File: src/rtl/unidade_controle_ula_pkg.sv
// Shared definitions for the accumulator/ALU controller: opcodes, ALU select codes,
// FSM states and the default datapath width (also used by the ALU beside it).
package unidade_controle_ula_pkg;

  localparam int LARGURA_PADRAO = 5;

  localparam logic [2:0] OP_LDA = 3'd0;
  localparam logic [2:0] OP_ADD = 3'd1;
  localparam logic [2:0] OP_SUB = 3'd2;
  localparam logic [2:0] OP_CLR = 3'd3;
  localparam logic [2:0] OP_NOP = 3'd4;
  localparam logic [2:0] OP_HLT = 3'd5;

  localparam logic [4:0] TULA_SOMA = 5'd0;
  localparam logic [4:0] TULA_SUB  = 5'd1;

  typedef enum logic [1:0] {
    OCIOSO   = 2'd0,
    EXECUTA  = 2'd1,
    RESPOSTA = 2'd2,
    PARADO   = 2'd3
  } estado_t;

  // Opcodes 6-7 have no meaning; they complete like NOP but flag an error.
  function automatic logic op_ilegal(input logic [2:0] op);
    return op > OP_HLT;
  endfunction

endpackage

File: src/rtl/unidade_controle_ula.sv
// Multicycle accumulator sequencer: accepts one command, drives the external ALU,
// waits LAT_ULA cycles for it to settle, captures into the accumulator and responds.
module unidade_controle_ula
  import unidade_controle_ula_pkg::*;
#(
  parameter int LARGURA = LARGURA_PADRAO,
  parameter int LAT_ULA = 1
) (
  input  logic               clock,
  input  logic               reset,
  input  logic               cmd_valid,
  output logic               cmd_ready,
  input  logic [2:0]         cmd_op,
  input  logic [LARGURA-1:0] cmd_dado,
  output logic [LARGURA-1:0] barramento,
  output logic [4:0]         tula,
  input  logic [LARGURA-1:0] ulaout,
  output logic [LARGURA-1:0] acumulador,
  output logic               res_valid,
  input  logic               res_ready,
  output logic               res_z,
  output logic               res_n,
  output logic               res_erro,
  output logic [7:0]         conta_ops
);

  localparam logic [3:0] CNT_INI = 4'(LAT_ULA - 1);

  estado_t            estado, prox;
  logic [2:0]         op;
  logic [3:0]         cnt;
  logic               aceita, captura, entrega;
  logic [LARGURA-1:0] acc_novo;

  always_ff @(posedge clock or posedge reset) begin
    if (reset) estado <= OCIOSO;
    else       estado <= prox;
  end

  always_comb begin
    prox      = estado;
    cmd_ready = 1'b0;
    res_valid = 1'b0;
    aceita    = 1'b0;
    captura   = 1'b0;
    entrega   = 1'b0;
    case (estado)
      OCIOSO: begin
        cmd_ready = 1'b1;
        if (cmd_valid) begin
          aceita = 1'b1;
          prox   = (cmd_op == OP_HLT) ? PARADO : EXECUTA;
        end
      end
      EXECUTA: begin
        if (cnt == 4'd0) begin
          captura = 1'b1;
          prox    = RESPOSTA;
        end
      end
      RESPOSTA: begin
        res_valid = 1'b1;
        if (res_ready) begin
          entrega = 1'b1;
          prox    = OCIOSO;
        end
      end
      PARADO:  prox = PARADO;
      default: prox = OCIOSO;
    endcase
  end

  // LDA and CLR bypass the ALU; only ADD/SUB take its result.
  always_comb begin
    acc_novo = acumulador;
    case (op)
      OP_ADD, OP_SUB: acc_novo = ulaout;
      OP_LDA:         acc_novo = barramento;
      OP_CLR:         acc_novo = '0;
      OP_NOP:         acc_novo = acumulador;
      default:        acc_novo = acumulador;
    endcase
  end

  always_ff @(posedge clock or posedge reset) begin
    if (reset) begin
      op         <= OP_LDA;
      cnt        <= 4'd0;
      barramento <= '0;
      tula       <= TULA_SOMA;
      acumulador <= '0;
      res_z      <= 1'b0;
      res_n      <= 1'b0;
      res_erro   <= 1'b0;
      conta_ops  <= 8'd0;
    end else begin
      if (aceita) begin
        op         <= cmd_op;
        barramento <= cmd_dado;
        cnt        <= CNT_INI;
        tula       <= (cmd_op == OP_SUB) ? TULA_SUB : TULA_SOMA;
      end
      if (estado == EXECUTA && cnt != 4'd0)
        cnt <= cnt - 4'd1;
      if (captura) begin
        acumulador <= acc_novo;
        res_z      <= (acc_novo == '0);
        res_n      <= acc_novo[LARGURA-1];
        res_erro   <= op_ilegal(op);
      end
      if (entrega)
        conta_ops <= conta_ops + 8'd1;
    end
  end

endmodule

File: config.mk
export PLATFORM = sky130hd
export DESIGN_NAME = unidade_controle_ula
export DESIGN_NICKNAME = d
export VERILOG_FILES = /design/src/rtl/unidade_controle_ula_pkg.sv /design/src/rtl/unidade_controle_ula.sv
export SDC_FILE = /design/constraint.sdc
export NUM_CORES = 1
export LEC_CHECK = 0
export ABC_AREA = 1
export BUFFER_PORTS_ARGS = -buffer_cell sky130_fd_sc_hd__buf_2
export CAP_MARGIN = 20
export CORE_UTILIZATION = 31
export CTS_BUF_LIST = sky130_fd_sc_hd__clkbuf_4
export DETAILED_ROUTE_END_ITERATION = 8
export PLACE_DENSITY = 0.51
export SETUP_SLACK_MARGIN = 0.5
export SLEW_MARGIN = 25
export SYNTH_ARGS = -nofsm -noshare
export SYNTH_HDL_FRONTEND = slang
export SYNTH_SLANG_ARGS = --single-unit
File: constraint.sdc
create_clock -name clock -period 3.4 [get_ports clock]
set_input_delay 0.17 -clock clock [delete_from_list [all_inputs] [get_ports clock]]
set_output_delay 0.17 -clock clock [all_outputs]
set_load 0.1 [all_outputs]
==> impl_results.md <==
- CP max stage delay: 440 ps
- Postcts setup bufs: 0
- # IOs: 45
- Fillers: 513
- Sequential cell area fraction in the yosys report: 49.4%
- Compound-cell area share of the yosys netlist: 7.41%
- Max layer used: met4
- Multiplexer share of the synthesized area: 0%
- Worst-case clock buffer depth: 2
- Clock Skew: 9.60 ps
- P&R area growth vs syn: 20.8%
- Num Clock Sinks: 30
- Max cap viols: 0
- Total CTS buffers: 5
- Vias in the first global route: 1193
- Crit path cell chain: inv_1 -> ha_1 -> buf_2
- Synthesis Warnings: 0
- # setup viols final: 0
- Pre-antenna DRT Iters: 4
- Via count: 1276
- FF+latch count, synth: 30
- Setup TNS: 0 ps
- CP max stage cell: buf_2
- Via density: 4.35
- Diode count: 0
- H-tree levels: 2
- Post-Syn Area: 1520 sq um
- Final min period: 1660 ps
- Achievable Freq: 603 MHz
- Slew Viols, Final: 0
- Detailed router's first-iteration violation count: 58
- Largest family of logic cells by synthesized area: simple AND/OR/NAND/NOR gates
- Req. time, crit path: 3230 ps
- Die area: 5180 sq um
- Distinct cell type count after synthesis: 25
- Area of the multi-input gates: 637 sq um
- Startpoint Class: flop
- CTS Hold Buffers Added: 0
- WL met3: 259 microns
- DR WL met2: 1390 microns
- WL/cell: 10.9 microns
- Detailed-routing wirelength on met1: 1500 microns
- FF+latch area: 751 sq um
- Run status: complete, but fails checks
- Post-cts resize count: 0
- RSZ-0062 raised after global routing: false
- Mapped Cells: 180
- Fraction of layout cells with a size suffix above 1: 26.1%
- Post-route ant nets: 0
- Worst slew pin tran: 811 ps
- Final hold slack: -24.0 ps
- Failing checks: hold timing
- Critical Path Fanout Max: 3
- Final WL: 3200 microns
- CTS tree: yes
- NumNets Final: 248
- Initial antenna violation count: 0
- Post-synthesis xor/xnor area fraction: 4.04%
- Post-route DRC: 0
- Starting Density: 32.2%
- Final hold vios: 20
- Largest net degree at the start of global routing: 22
- GPL Wtd Cong: 0.766
- Post-DP HPWL: 2420 microns
- Die Y-Extent: 72 microns
- Core footprint: 4720 sq um
- Port Buffer Count: 40
- Row count: 25
- Relative slew slack: 45.9%
- Crit path kind: flop to output pin
- DIE WIDTH: 72 microns
- Worst-path clk slew: 100 ps
- Final worst path period share: 48.7%
- Critical path capture point type: output pin
- HP Class: input port to asynchronous set/reset pin
- Avg Synthesized Cell Area: 8.44 sq um
- Total track usage: 13.9%
- Clock latency on the worst-skew pair: 330 ps
- Synth Area in Simple Gates: 24.5%
- GRT Residual Overflow: 0
- Synth Area in Adders: 4.94%
- Root buffer cell: clkbuf_4
- Worst EP arrival: 1490 ps
- Global-route wire length before repair: 5470 microns
[cell usage after synthesis]
cell type	instances	share of area, %
o31ai_1	1	0.49
ha_1	6	4.9
nor2_2	1	0.41
o211ai_1	1	0.49
nand3_1	9	3.0
a21oi_1	3	0.99
nand2_2	4	1.6
a32o_1	1	0.66
buf_4	5	2.5
conb_1	1	0.25
inv_2	3	0.74
nand4_1	6	2.5
dfrtp_1	30	49
nand2_1	53	13
nor3b_2	1	0.82
inv_1	24	5.9
nor2_4	1	0.74
nor2_1	7	1.7
xnor2_1	2	1.2
clkbuf_1	1	0.25
nor3_2	1	0.66
o22ai_1	2	0.82
o21ai_1	1	0.33
xor2_1	5	2.9
o21ai_0	11	3.6
[cells by family (layout without fill, tap and decap cells)]
| family | Yosys count | count (layout) |
|---|---|---|
| flip-flops | 30 | 30 |
| AND/OR/NAND/NOR | 83 | 83 |
| AO/OA/AOI/OAI | 20 | 20 |
| XOR/XNOR | 7 | 7 |
| other | 1 | 4 |
| buffers and inverters | 33 | 76 |
| adder cells (fa/ha/maj) | 6 | 6 |
[registers in the layout (all words and copies together), names as in the netlist]
| name | cells |
|---|---|
| estado | 2 |
| res_erro | 1 |
| acumulador | 5 |
| barramento | 5 |
| tula | 1 |
| res_z | 1 |
| conta_ops | 8 |
| op | 3 |
| cnt | 4 |
[worst max-delay path, delay by kind of cell (launching register included)]
| kind | cells | cell delay (ps) |
|---|---|---|
| flops | 1 | 410 |
| fa+ha+maj | 1 | 200 |
| buf+inv | 2 | 550 |
[through the flow]
step	utilization, %	std cells	hold slack [ps]	cell area (sq um)	worst slack, ps
global route	38.8	293	28.9	1830	1650
detailed placement	37.7	285	383	1780	1860
floorplan	-	183	261	1530	1180
finish	38.8	293	-24.0	1830	1740
CTS	38.8	293	14.3	1830	1720
global placement	37.7	285	364	1780	1880
[area by class of cell]
cell class | instances | share of cell area (%)
sequential | 30 | 40.9
multi-input combinational | 120 | 34.7
timing repair buffer | 41 | 11.3
clock inverter | 2 | 0.477
tap | 67 | 4.57
inverter | 27 | 5.53
clock buffer | 6 | 2.46
[path summary, 6_finish.rpt]
kind | start | to | slack [ps] | cells after the start
setup / recovery | estado[1]$_DFFE_PP0P_ | cmd_ready | 1740 | 3
hold / removal | reset | cnt[2]$_DFFE_PP0P_ | -20 | 2
setup reg to reg | estado[0]$_DFFE_PP0P_ | barramento[0]$_DFFE_PP0P_ | 1860 | 6
hold reg to reg | res_erro$_DFFE_PP0P_ | res_erro$_DFFE_PP0P_ | 480 | 2
max in group asynchronous | reset | conta_ops[7]$_DFFE_PP0P_ | 2770 | 3
min in group clock | cmd_dado[1] | barramento[1]$_DFFE_PP0P_ | 40 | 3
[layer usage]
layer | GRT usage [%] | up-vias
met3 | 5.14 | 5
met1 | 18.2 | 577
li1 | - | 650
met5 | 0 | -
met4 | 5.23 | 0
met2 | 21.1 | 44
[placed cells by master, fill, tap and decap left out, types with 2 or more instances in the layout]
master and count:
nand2_2 4, o22ai_1 2, inv_2 3, clkbuf_4 6
o21ai_0 11, nand3_1 9, ha_1 6, nand4_1 6
xnor2_1 2, xor2_1 5, nor2_1 7, nand2_1 53
inv_1 24, a21oi_1 3, buf_2 40, conb_1 4
dfrtp_1 30
Power is not shown: default switching activity piles up to over one toggle a cycle in this logic, so the estimate is an artifact.
